`config.mk`:
```
export PLATFORM = sky130hd
export DESIGN_NAME = counter_param_gray
export DESIGN_NICKNAME = d
export VERILOG_FILES = /design/src/rtl/counter_pkg.sv /design/src/rtl/gray_encode.sv /design/src/rtl/counter_param_gray.sv
export SDC_FILE = /design/constraint.sdc
export NUM_CORES = 1
export LEC_CHECK = 0
export ABC_AREA = 1
export CORE_MARGIN = 2
export CORE_UTILIZATION = 35
export DETAILED_ROUTE_END_ITERATION = 10
export DONT_BUFFER_PORTS = 1
export PLACE_DENSITY = 0.49
export SLEW_MARGIN = 10
export SYNTH_ARGS = -nofsm -noshare
export SYNTH_HDL_FRONTEND = slang
export SYNTH_SLANG_ARGS = --single-unit
```
`constraint.sdc`:
```
create_clock -name clk -period 1.65 [get_ports clk]
set_input_delay 0.2475 -clock clk [delete_from_list [all_inputs] [get_ports clk]]
set_output_delay 0.2475 -clock clk [all_outputs]
set_load 0.02 [all_outputs]
```
`src/rtl/counter_pkg.sv`:
```
// Shared definitions for the Gray-code counter and related CDC helpers.
package counter_pkg;

    localparam int COUNTER_W_DEFAULT = 8;

    // Functions work on a fixed 32-bit container. Zero-extending a narrower
    // value gives the correct N-bit result, because the leading zeros do not
    // change the lower bits in either direction of the conversion.
    localparam int GRAY_FN_W = 32;

    // Binary to reflected Gray code. This matches gray_encode.
    function automatic logic [GRAY_FN_W-1:0] bin_to_gray(input logic [GRAY_FN_W-1:0] bin);
        return bin ^ (bin >> 1);
    endfunction

    // Gray to binary, using a prefix XOR that runs from the MSB down.
    function automatic logic [GRAY_FN_W-1:0] gray_to_bin(input logic [GRAY_FN_W-1:0] gray);
        logic [GRAY_FN_W-1:0] bin;
        bin[GRAY_FN_W-1] = gray[GRAY_FN_W-1];
        for (int i = GRAY_FN_W - 2; i >= 0; i--) begin
            bin[i] = bin[i+1] ^ gray[i];
        end
        return bin;
    endfunction

endpackage

```
`src/rtl/gray_encode.sv`:
```
// Purely combinational binary-to-reflected-Gray encoder. Other CDC blocks can reuse it.
module gray_encode #(
    parameter int N = 8
) (
    input  logic [N-1:0] bin,
    output logic [N-1:0] gray
);

    // Shifting right fills the MSB with zero, so gray[N-1] == bin[N-1].
    assign gray = bin ^ (bin >> 1);

endmodule

```
`src/rtl/counter_param_gray.sv`:
```
// Free-running N-bit Gray-code counter with a registered output.
// A binary register holds the count. Its successor is Gray-encoded and
// registered, so count_out leaves a flip-flop and has no
// combinational path from any input.
module counter_param_gray
    import counter_pkg::*;
#(
    parameter int N = COUNTER_W_DEFAULT
) (
    input  logic         clk,
    input  logic         reset_al_in,
    output logic [N-1:0] count_out
);

    logic [N-1:0] r_bin;
    logic [N-1:0] w_bin_next;
    logic [N-1:0] w_gray_next;

    // Modulo-2^N incrementer. Overflow wraps naturally at N bits.
    assign w_bin_next = r_bin + {{(N-1){1'b0}}, 1'b1};

    gray_encode #(
        .N (N)
    ) u_gray_encode (
        .bin  (w_bin_next),
        .gray (w_gray_next)
    );

    // Binary and Gray registers advance together, which keeps count_out == gray(r_bin).
    // Reset clears both asynchronously and wins over a simultaneous clock edge.
    always_ff @(posedge clk or posedge reset_al_in) begin
        if (reset_al_in) begin
            r_bin     <= '0;
            count_out <= '0;
        end else begin
            r_bin     <= w_bin_next;
            count_out <= w_gray_next;
        end
    end

endmodule

```
==> results of run 1 <==
[synth_stat cells (3+ instances only)]
cell type | count | area (um^2)
dfrtp_1 | 15 | 375
inv_1 | 11 | 41.3
nand2_1 | 38 | 143
nand2_2 | 4 | 25.0
nand3_1 | 3 | 15.0
nor2_1 | 3 | 11.3
nor2_2 | 3 | 18.8
xor2_1 | 3 | 26.3
[per-stage QoR]
stage | utilization (%) | total power, W | setup WS, ns | instances
2_1_floorplan | - | 0.000380 | 0.475 | 86
3_3_place_gp | 37.9 | 0.000382 | 0.383 | 112
3_5_place_dp | 37.9 | 0.000383 | 0.355 | 112
4_1_cts | 39.8 | 0.000601 | 0.334 | 117
5_1_grt | 39.8 | 0.000616 | 0.175 | 117
6_report | 39.8 | 0.000587 | 0.354 | 117
[registers in the layout, summed over array words and instances, names as in the netlist]
register	cells
count_out	8
r_bin	7
[logic make-up after synthesis]
family | after synthesis | share of synthesized area (%)
simple gates | 53 | 33.0
buf+inv | 13 | 7.41
fa+ha+maj | 1 | 1.76
xor+xnor | 4 | 4.94
flops | 15 | 52.9
[cell type report]
type / count / area share [%]
clock buffer: 3 / 2.91
timing repair buffer: 1 / 1.29
tap: 27 / 4.37
sequential: 15 / 48.5
inverter: 12 / 5.83
multi-input combinational: 58 / 36.4
clock inverter: 1 / 0.647
[path summary, 6_finish.rpt]
path	startpoint	slack (ns)	cells after the start	endpoint
min in group clk	r_bin[0]$_DFF_PP0_	0.55	1	r_bin[0]$_DFF_PP0_
max in group asynchronous	reset_al_in	0.83	2	r_bin[5]$_DFF_PP0_
setup reg to reg	r_bin[0]$_DFF_PP0_	0.35	7	count_out[2]$_DFF_PP0_
hold reg to reg	r_bin[0]$_DFF_PP0_	0.55	1	r_bin[0]$_DFF_PP0_
hold / removal	reset_al_in	0.45	2	count_out[0]$_DFF_PP0_
setup / recovery	r_bin[0]$_DFF_PP0_	0.35	7	count_out[2]$_DFF_PP0_
[power groups by stage]
stage / sequential, W / clock [W] / combinational, W
global placement: 0.000375 / 0 / 0.00000789
detailed placement: 0.000375 / 0 / 0.00000797
floorplan: 0.000375 / 0 / 0.00000556
finish: 0.000367 / 0.000211 / 0.00000879
CTS: 0.000367 / 0.000224 / 0.0000101
global route: 0.000367 / 0.000237 / 0.0000108
[critical path, cell delays in order, from the launching register on]
cell and delay [ns]:
dfrtp_1 0.44, ha_1 0.25, nand2_1 0.10, inv_1 0.05
nor2_2 0.18, inv_1 0.07, nand2_1 0.06, nand2_1 0.05
[repair_timing]
action | 4_1_cts | 5_1_grt
gates resized for setup | 0 | 0
hold buffers | 1 | 0
hold endpoints to repair | 15 | 0
[layer usage]
| layer | GRT usage [%] | up-vias | part of all wire, % |
|---|---|---|---|
| met5 | 0 | - | 0 |
| met4 | 5.71 | 0 | 0.79 |
| met3 | 3.99 | 2 | 2.8 |
| met2 | 14.4 | 5 | 48 |
| met1 | 15.7 | 231 | 49 |
| li1 | - | 261 | - |
==> run summary, run 1 <==
DIE WIDTH -> 49.0 um
synthesized instance count -> 86
final instance area -> 773 um^2
RSZ-0062 raised after global routing -> no
post-route setup TNS -> 0 ns
die area -> 2400 um^2
initial antenna violation count -> 0
Initial Util -> 36.5%
TritonCTS Sinks -> 15
sequential element share of the synthesized area -> 52.9%
Critical Path RT -> 1.83 ns
H-tree depth -> 1
GP Congestion -> 0.680
library cells used by synthesis -> 14
Worst setup SP type -> flop
DP HPWL -> 874 um
status -> complete, no violations
Sequential Power Share -> 62.6%
synth warn -> 0
area of the multi-input gates -> 282 um^2
CP Capture Type -> flop
Die H -> 49.0 um
clock period minus worst slack -> 1.30 ns
worst rel slew slack -> 62.3%
DR vias/cell -> 4.26
ant diodes -> 0
P&R area growth vs syn -> 8.99%
synthesis-stage register bit count -> 15
antenna-violating nets left -> 0
Nets -> 94
syn nets -> 89
Worst IR Drop VDD -> 0.000486 V
Post-Route WL -> 1130 um
latest clock arrival within the worst-skew pair -> 0.28 ns
Max Clock Skew -> 0.00276 ns
Pins Over Slew Limit -> 0
# rows -> 16
total global routing track utilization -> 11.0%
DRC -> 0
1st-pass router iterations -> 3
Worst-path clk slew -> 0.09 ns
Seq. cell area -> 375 um^2
Filler cells -> 211
fmax -> 772 MHz
Final Cycle Share -> 78.5%
type of the worst setup path -> flop to flop
post-place instance area -> 736 um^2
top_reg_cell synth -> dfrtp_1
ratio of cells with drive above 1 in the final layout -> 15.6%
Num CTS Buffers -> 3
Post-synth EDFFs -> 0
Ports -> 10
Buffers on Ports -> 0
Clk pwr share -> 35.9%
leakage power -> 0.397 nW
Net Sw Frac -> 21.8%
Power Density -> 759 nW/um^2
Max-Cap Viols -> 0
WL per Instance -> 9.69 um
commonest non-fill, non-tap cell in the layout -> nand2_1
commonest cells after routing, fill and taps aside -> 38 x nand2_1, 15 x dfrtp_1, 11 x inv_1
ys async rst share -> 100%
number of global-route vias before repair -> 458
Fin. Hold Viols -> 0
type of the most critical hold path -> primary input to asynchronous set/reset pin
global route overflow -> 0
critical path arrival -> 1.48 ns
Worst-Margin Slew -> 0.565 ns
Crit Path Max Fanout -> 4
largest net degree at the start of global routing -> 16
Internal -> 0.000459 W
Longest Clk Path Bufs -> 2
netlist area before placement -> 709 um^2
initial detailed-routing violation count -> 3
TritonCTS clock tree -> done
Fin Hold WS -> 0.447 ns
Mean Syn Cell Area -> 8.25 um^2
via count -> 499
Comb power frac -> 1.5%
setup repair bufs after CTS -> 0
clock root buffer -> clkbuf_4
Sw Pwr -> 0.000128 W
first-pass GRT wire length -> 1930 um
Core Area -> 1940 um^2
Final Setup Violations -> 0
(Power assumes the default switching activity.)
==> run 2: changes to the inputs <==
- clock period: 1.65 -> 1.3 ns (I/O delays scaled with it)
==> run 2 against run 1 <==
Utilization rose by 1.4 points. Total power rose by 26%. Register-to-register slack got worse by 0.27 ns. First-iteration DRC count fell by 33%. Global-route usage rose by 0.30 points. Highest routed layer is now met3.
==> run summary, run 2 (same netlist as run 1, synthesis figures left out) <==
status -> complete, no violations
Initial Util -> 36.5% (unchanged)
Largest register FFs -> 8 (unchanged)
clock root buffer -> clkbuf_4
setup repair bufs after CTS -> 0 (unchanged)
Worst path max stage delay -> 0.39 ns (-0.05 ns)
Setup WS pre-CTS -> 0.0679 ns (-0.287 ns)
post-place instance area -> 743 um^2 (+1.0%)
Cells after DPL -> 113 (+0.89%)
leakage power -> 0.401 nW (+1.1%)
number of global-route vias before repair -> 503 (+9.8%)
RSZ-0062 raised after global routing -> yes
antenna-violating nets left -> 0 (unchanged)
Longest Clk Path Bufs -> 2 (unchanged)
Worst-path clk slew -> 0.09 ns (about the same)
global route overflow -> 0 (unchanged)
ant diodes -> 0 (unchanged)
DR vias/cell -> 4.25 (-0.25%)
Ports -> 10 (unchanged)
Die H -> 49.0 um (unchanged)
commonest cells after routing, fill and taps aside -> 34 x nand2_1, 15 x dfrtp_1, 10 x inv_1
# rows -> 16 (unchanged)
Core Area -> 1940 um^2 (unchanged)
GP Congestion -> 0.693 (+1.9%)
initial detailed-routing violation count -> 2 (-1)
DRC -> 0 (unchanged)
type of the worst setup path -> flop to flop
worst rel slew slack -> 62.8% (+0.56 points)
largest net degree at the start of global routing -> 16 (unchanged)
Buffers on Ports -> 0 (unchanged)
Non-Filler Instances -> 118 (+0.85%)
Reg with most FFs -> count_out
latest clock arrival within the worst-skew pair -> 0.28 ns (about the same)
total global routing track utilization -> 11.3% (+0.30 points)
Cell Chain, Critical Path -> ha_2 -> nand2_2 -> nor2_4 -> nand2_2 -> nand2_1 -> nand2_1 -> nand2_1 -> nand2_1
P&R area growth vs syn -> 12.9%
DIE WIDTH -> 49.0 um (unchanged)
Pins Over Slew Limit -> 0 (unchanged)
fmax -> 825 MHz (+6.9%)
Final Cycle Share -> 93.3% (+15 points)
Post-Route WL -> 1170 um (+3.1%)
DP HPWL -> 898 um (+2.7%)
WL per Instance -> 9.91 um (+2.2%)
TritonCTS Sinks -> 15 (unchanged)
CP Capture Type -> flop
Slowest-stage cell, CP -> dfrtp_1
final instance area -> 801 um^2 (+3.6%)
clock period minus worst slack -> 1.21 ns (-0.0834 ns)
Final WS setup -> 0.0875 ns (-0.267 ns)
Nets -> 95 (+1.1%)
Final Util -> 41.2% (+1.4 points)
commonest non-fill, non-tap cell in the layout -> nand2_1
Power Density -> 925 nW/um^2 (+22%)
critical path arrival -> 1.39 ns (-0.09 ns)
Final Setup Violations -> 0 (unchanged)
Fin. Hold Viols -> 0 (unchanged)
leading registers by flop count -> count_out: 8 flops, r_bin: 7 flops
TritonCTS clock tree -> done
via count -> 502 (+0.60%)
CP most frequent cell -> nand2_1
die area -> 2400 um^2 (unchanged)
initial antenna violation count -> 0 (unchanged)
Critical Path RT -> 1.48 ns (-0.35 ns)
1st-pass router iterations -> 2 (-1)
Worst setup SP type -> flop
first-pass GRT wire length -> 2040 um (+5.7%)
Worst IR Drop VDD -> 0.000596 V (+23%)
ratio of cells with drive above 1 in the final layout -> 24.2% (+8.6 points)
type of the most critical hold path -> primary input to asynchronous set/reset pin
Worst-Margin Slew -> 0.557 ns (-0.00843 ns)
Max Clock Skew -> 0.00416 ns (+0.00141 ns)
Num CTS Buffers -> 3 (unchanged)
Crit Path Max Fanout -> 3 (-1)
Max-Cap Viols -> 0 (unchanged)
H-tree depth -> 1 (unchanged)
run 2: report_power, final:
part,leakage (nW),total (W),switching [W],internal (W)
combinational,0.203,0.0000111,0.00000890,0.00000220
sequential,0.180,0.000466,0,0.000466
clock,0.0177,0.000264,0.000150,0.000114
total,0.401,0.000741,0.000158,0.000583
run 2: routing by layer:
metal	up-vias	wire length [um]	GRT usage, %	share of wire (%)
met5	-	0	0	0
met3	0	49	5.52	4.2
met2	8	588	18.3	50
met1	230	531	13.4	45
met4	0	0	2.86	0
li1	264	-	-	-
run 2: final cells by class:
class / instances / area, um^2
Multi-Input combinational cell: 58 / 302
Clock inverter: 1 / 5.00
Clock buffer: 3 / 22.5
Fill cell: 211 / 1140
Timing Repair Buffer: 2 / 17.5
Tap cell: 27 / 33.8
Inverter: 12 / 45.0
Sequential cell: 15 / 375
run 2: repair_timing:
action / 4_1_cts / 5_1_grt
setup endpoints to repair: 0 / 5
endpoints found under the hold margin: 15 / 0
hold buffers: 1 / 0
gates resized for setup: 0 / 8
run 2: worst paths after layout:
path / start / endpoint / cells past startpoint / slack, ns
worst max-delay path: r_bin[1]$_DFF_PP0_ / count_out[6]$_DFF_PP0_ / 8 / 0.09
worst min-delay path: reset_al_in / r_bin[2]$_DFF_PP0_ / 2 / 0.40
worst max register to register: r_bin[1]$_DFF_PP0_ / count_out[6]$_DFF_PP0_ / 8 / 0.09
worst min register to register: r_bin[6]$_DFF_PP0_ / r_bin[6]$_DFF_PP0_ / 2 / 0.57
max in group asynchronous: reset_al_in / count_out[6]$_DFF_PP0_ / 2 / 0.54
min in group clk: r_bin[6]$_DFF_PP0_ / r_bin[6]$_DFF_PP0_ / 2 / 0.57
run 2: worst max-delay path: cells and delay by family, from the launching register on:
| kind | cells | cell delay, ns |
|---|---|---|
| AND/OR/NAND/NOR | 7 | 0.51 |
| flip-flops | 1 | 0.39 |
| adder cells (fa/ha/maj) | 1 | 0.22 |
run 2: metrics by stage:
stage	total power, W	hold WS (ns)	TNS, ns
after global placement	0.000486	0.184	0
after floorplan	0.000482	0.0965	0
after detailed placement	0.000486	0.184	0
after global routing	0.000781	0.455	-0.0663
after CTS	0.000757	0.424	0
final	0.000741	0.397	0
==> run 3: changes to the inputs <==
- CORE_AREA: unset -> 2 2 39 41
- CORE_MARGIN: 2 -> unset
- CORE_UTILIZATION: 35 -> unset
- DIE_AREA: unset -> 0 0 41 43
- PLACE_DENSITY: 0.49 -> 0.68
==> run 3 against run 2 <==
Sequential share of layout area increased by 0.74 points. Routed wire length decreased by 5.3%. Die area decreased by 27%. Total power decreased by 0.50%.
==> run summary, run 3 (same netlist as run 1, synthesis figures left out) <==
status -> complete, no violations
Slowest-stage cell, CP -> dfrtp_1
DIE WIDTH -> 41 um (-16%)
worst rel slew slack -> 63.2% (+0.38 points)
DRC -> 0 (unchanged)
die area -> 1760 um^2 (-27%)
setup repair bufs after CTS -> 0 (unchanged)
1st-pass router iterations -> 4 (+2)
leading registers by flop count -> count_out: 8 flops, r_bin: 7 flops
total global routing track utilization -> 16.2% (+4.9 points)
Seq. cell area -> 375 um^2 (unchanged)
initial detailed-routing violation count -> 9 (+7)
Max Clock Skew -> 0.00785 ns (+0.00369 ns)
Final Setup Violations -> 0 (unchanged)
type of the worst setup path -> flop to flop
Fin Hold WS -> 0.394 ns (-0.00237 ns)
Max-Cap Viols -> 0 (unchanged)
Fin. Hold Viols -> 0 (unchanged)
Pins Over Slew Limit -> 0 (unchanged)
largest net degree at the start of global routing -> 16 (unchanged)
Final WS setup -> 0.0705 ns (-0.0170 ns)
GP Congestion -> 0.777 (+12%)
Initial Util -> 51.3% (+15 points)
commonest non-fill, non-tap cell in the layout -> nand2_1
Largest register FFs -> 8 (unchanged)
leakage power -> 0.398 nW (-0.68%)
Critical Path RT -> 1.48 ns (about the same)
Worst setup SP type -> flop
Longest Clk Path Bufs -> 2 (unchanged)
Ports -> 10 (unchanged)
Worst-Margin Slew -> 0.551 ns (-0.00571 ns)
via count -> 512 (+2.0%)
critical path arrival -> 1.41 ns (+0.02 ns)
P&R area growth vs syn -> 11.1%
Crit Path Max Fanout -> 3 (unchanged)
CP Capture Type -> flop
clock period minus worst slack -> 1.23 ns (+0.0170 ns)
initial antenna violation count -> 0 (unchanged)
Cells after DPL -> 102 (-9.7%)
commonest cells after routing, fill and taps aside -> 32 x nand2_1, 15 x dfrtp_1, 11 x inv_1
Worst path max stage delay -> 0.39 ns (about the same)
DR vias/cell -> 4.79 (+12%)
H-tree depth -> 1 (unchanged)
ant diodes -> 0 (unchanged)
Post-Route WL -> 1110 um (-5.3%)
CP most frequent cell -> nand2_1
Cell Chain, Critical Path -> ha_2 -> nand2_2 -> nor2_4 -> nand2_1 -> nand2_2 -> inv_1 -> nand2_1 -> nand2_1
ratio of cells with drive above 1 in the final layout -> 23.1% (-1.1 points)
post-route setup TNS -> 0 ns (unchanged)
clock root buffer -> clkbuf_4
Power Density -> 935 nW/um^2 (+1.1%)
WL per Instance -> 10.3 um (+4.4%)
fmax -> 813 MHz (-1.4%)
Final Cycle Share -> 94.6% (+1.3 points)
Worst IR Drop VDD -> 0.000568 V (-4.6%)
global route overflow -> 0 (unchanged)
type of the most critical hold path -> primary input to asynchronous set/reset pin
Num CTS Buffers -> 3 (unchanged)
RSZ-0062 raised after global routing -> yes
area of the multi-input gates -> 304 um^2 (+0.83%)
antenna-violating nets left -> 0 (unchanged)
TritonCTS Sinks -> 15 (unchanged)
Reg with most FFs -> count_out
Setup WS pre-CTS -> 0.0865 ns (+0.0186 ns)
TritonCTS clock tree -> done
Nets -> 95 (unchanged)
Non-Filler Instances -> 107 (-9.3%)
# rows -> 14 (-2)
first-pass GRT wire length -> 1810 um (-12%)
Core Area -> 1380 um^2 (-29%)
DP HPWL -> 795 um (-11%)
Buffers on Ports -> 0 (unchanged)
number of global-route vias before repair -> 456 (-9.3%)
latest clock arrival within the worst-skew pair -> 0.28 ns (about the same)
Worst-path clk slew -> 0.09 ns (about the same)
Die H -> 43 um (-12%)
Filler cells -> 123 (-42%)
## run 3: routing by layer
layer | GRT usage (%) | part of all wire, % | wire, um | up-vias
met5 | 0 | 0 | 0 | -
met4 | 10.0 | 2.6 | 29 | 0
met3 | 8.38 | 4.3 | 48 | 4
met2 | 22.2 | 47 | 519 | 10
met1 | 19.3 | 46 | 510 | 234
li1 | - | - | - | 264
## run 3: worst paths after layout
check                              startpoint                     end  slack, ns  cells past startpoint
min                               reset_al_in      r_bin[6]$_DFF_PP0_       0.39                      2
max                        r_bin[1]$_DFF_PP0_  count_out[4]$_DFF_PP0_       0.07                      8
max reg2reg                r_bin[1]$_DFF_PP0_  count_out[4]$_DFF_PP0_       0.07                      8
min reg2reg                r_bin[0]$_DFF_PP0_      r_bin[0]$_DFF_PP0_       0.59                      2
min in group clk           r_bin[0]$_DFF_PP0_      r_bin[0]$_DFF_PP0_       0.59                      2
max in group asynchronous         reset_al_in      r_bin[3]$_DFF_PP0_       0.54                      2
## run 3: report_power, final
| part | total (W) | switching (W) | leakage (nW) | internal, W |
|---|---|---|---|---|
| Combinational | 0.0000110 | 0.00000878 | 0.203 | 0.00000220 |
| Clock | 0.000260 | 0.000141 | 0.0150 | 0.000119 |
| Sequential | 0.000466 | 0 | 0.180 | 0.000466 |
| Total | 0.000737 | 0.000150 | 0.398 | 0.000587 |
## run 3: repair_timing
item                                    CTS  global route
hold endpoints to repair                 15             0
gates resized for setup                   0             8
hold buffers                              1             0
endpoints found under the setup margin    0             4
## run 3: final cells by class
cell class                 count  area share, %
sequential                    15           47.6
multi-input combinational     58           38.6
inverter                      12           5.71
clock buffer                   4           3.33
tap                           16           2.54
timing repair buffer           2           2.22
## run 3: critical path, delay by kind of cell (launching register included)
| kind | cells | cell delay, ns |
|---|---|---|
| simple gates | 6 | 0.47 |
| flops | 1 | 0.39 |
| fa+ha+maj | 1 | 0.22 |
| buf+inv | 1 | 0.06 |
## run 3: per-stage QoR
stage / area (um^2) / total power [W] / util (%)
2_1_floorplan: 709 / 0.000482 / -
3_3_place_gp: 729 / 0.000485 / 52.7
3_5_place_dp: 729 / 0.000485 / 52.7
4_1_cts: 766 / 0.000748 / 55.3
5_1_grt: 788 / 0.000788 / 57.0
6_report: 788 / 0.000737 / 57.0
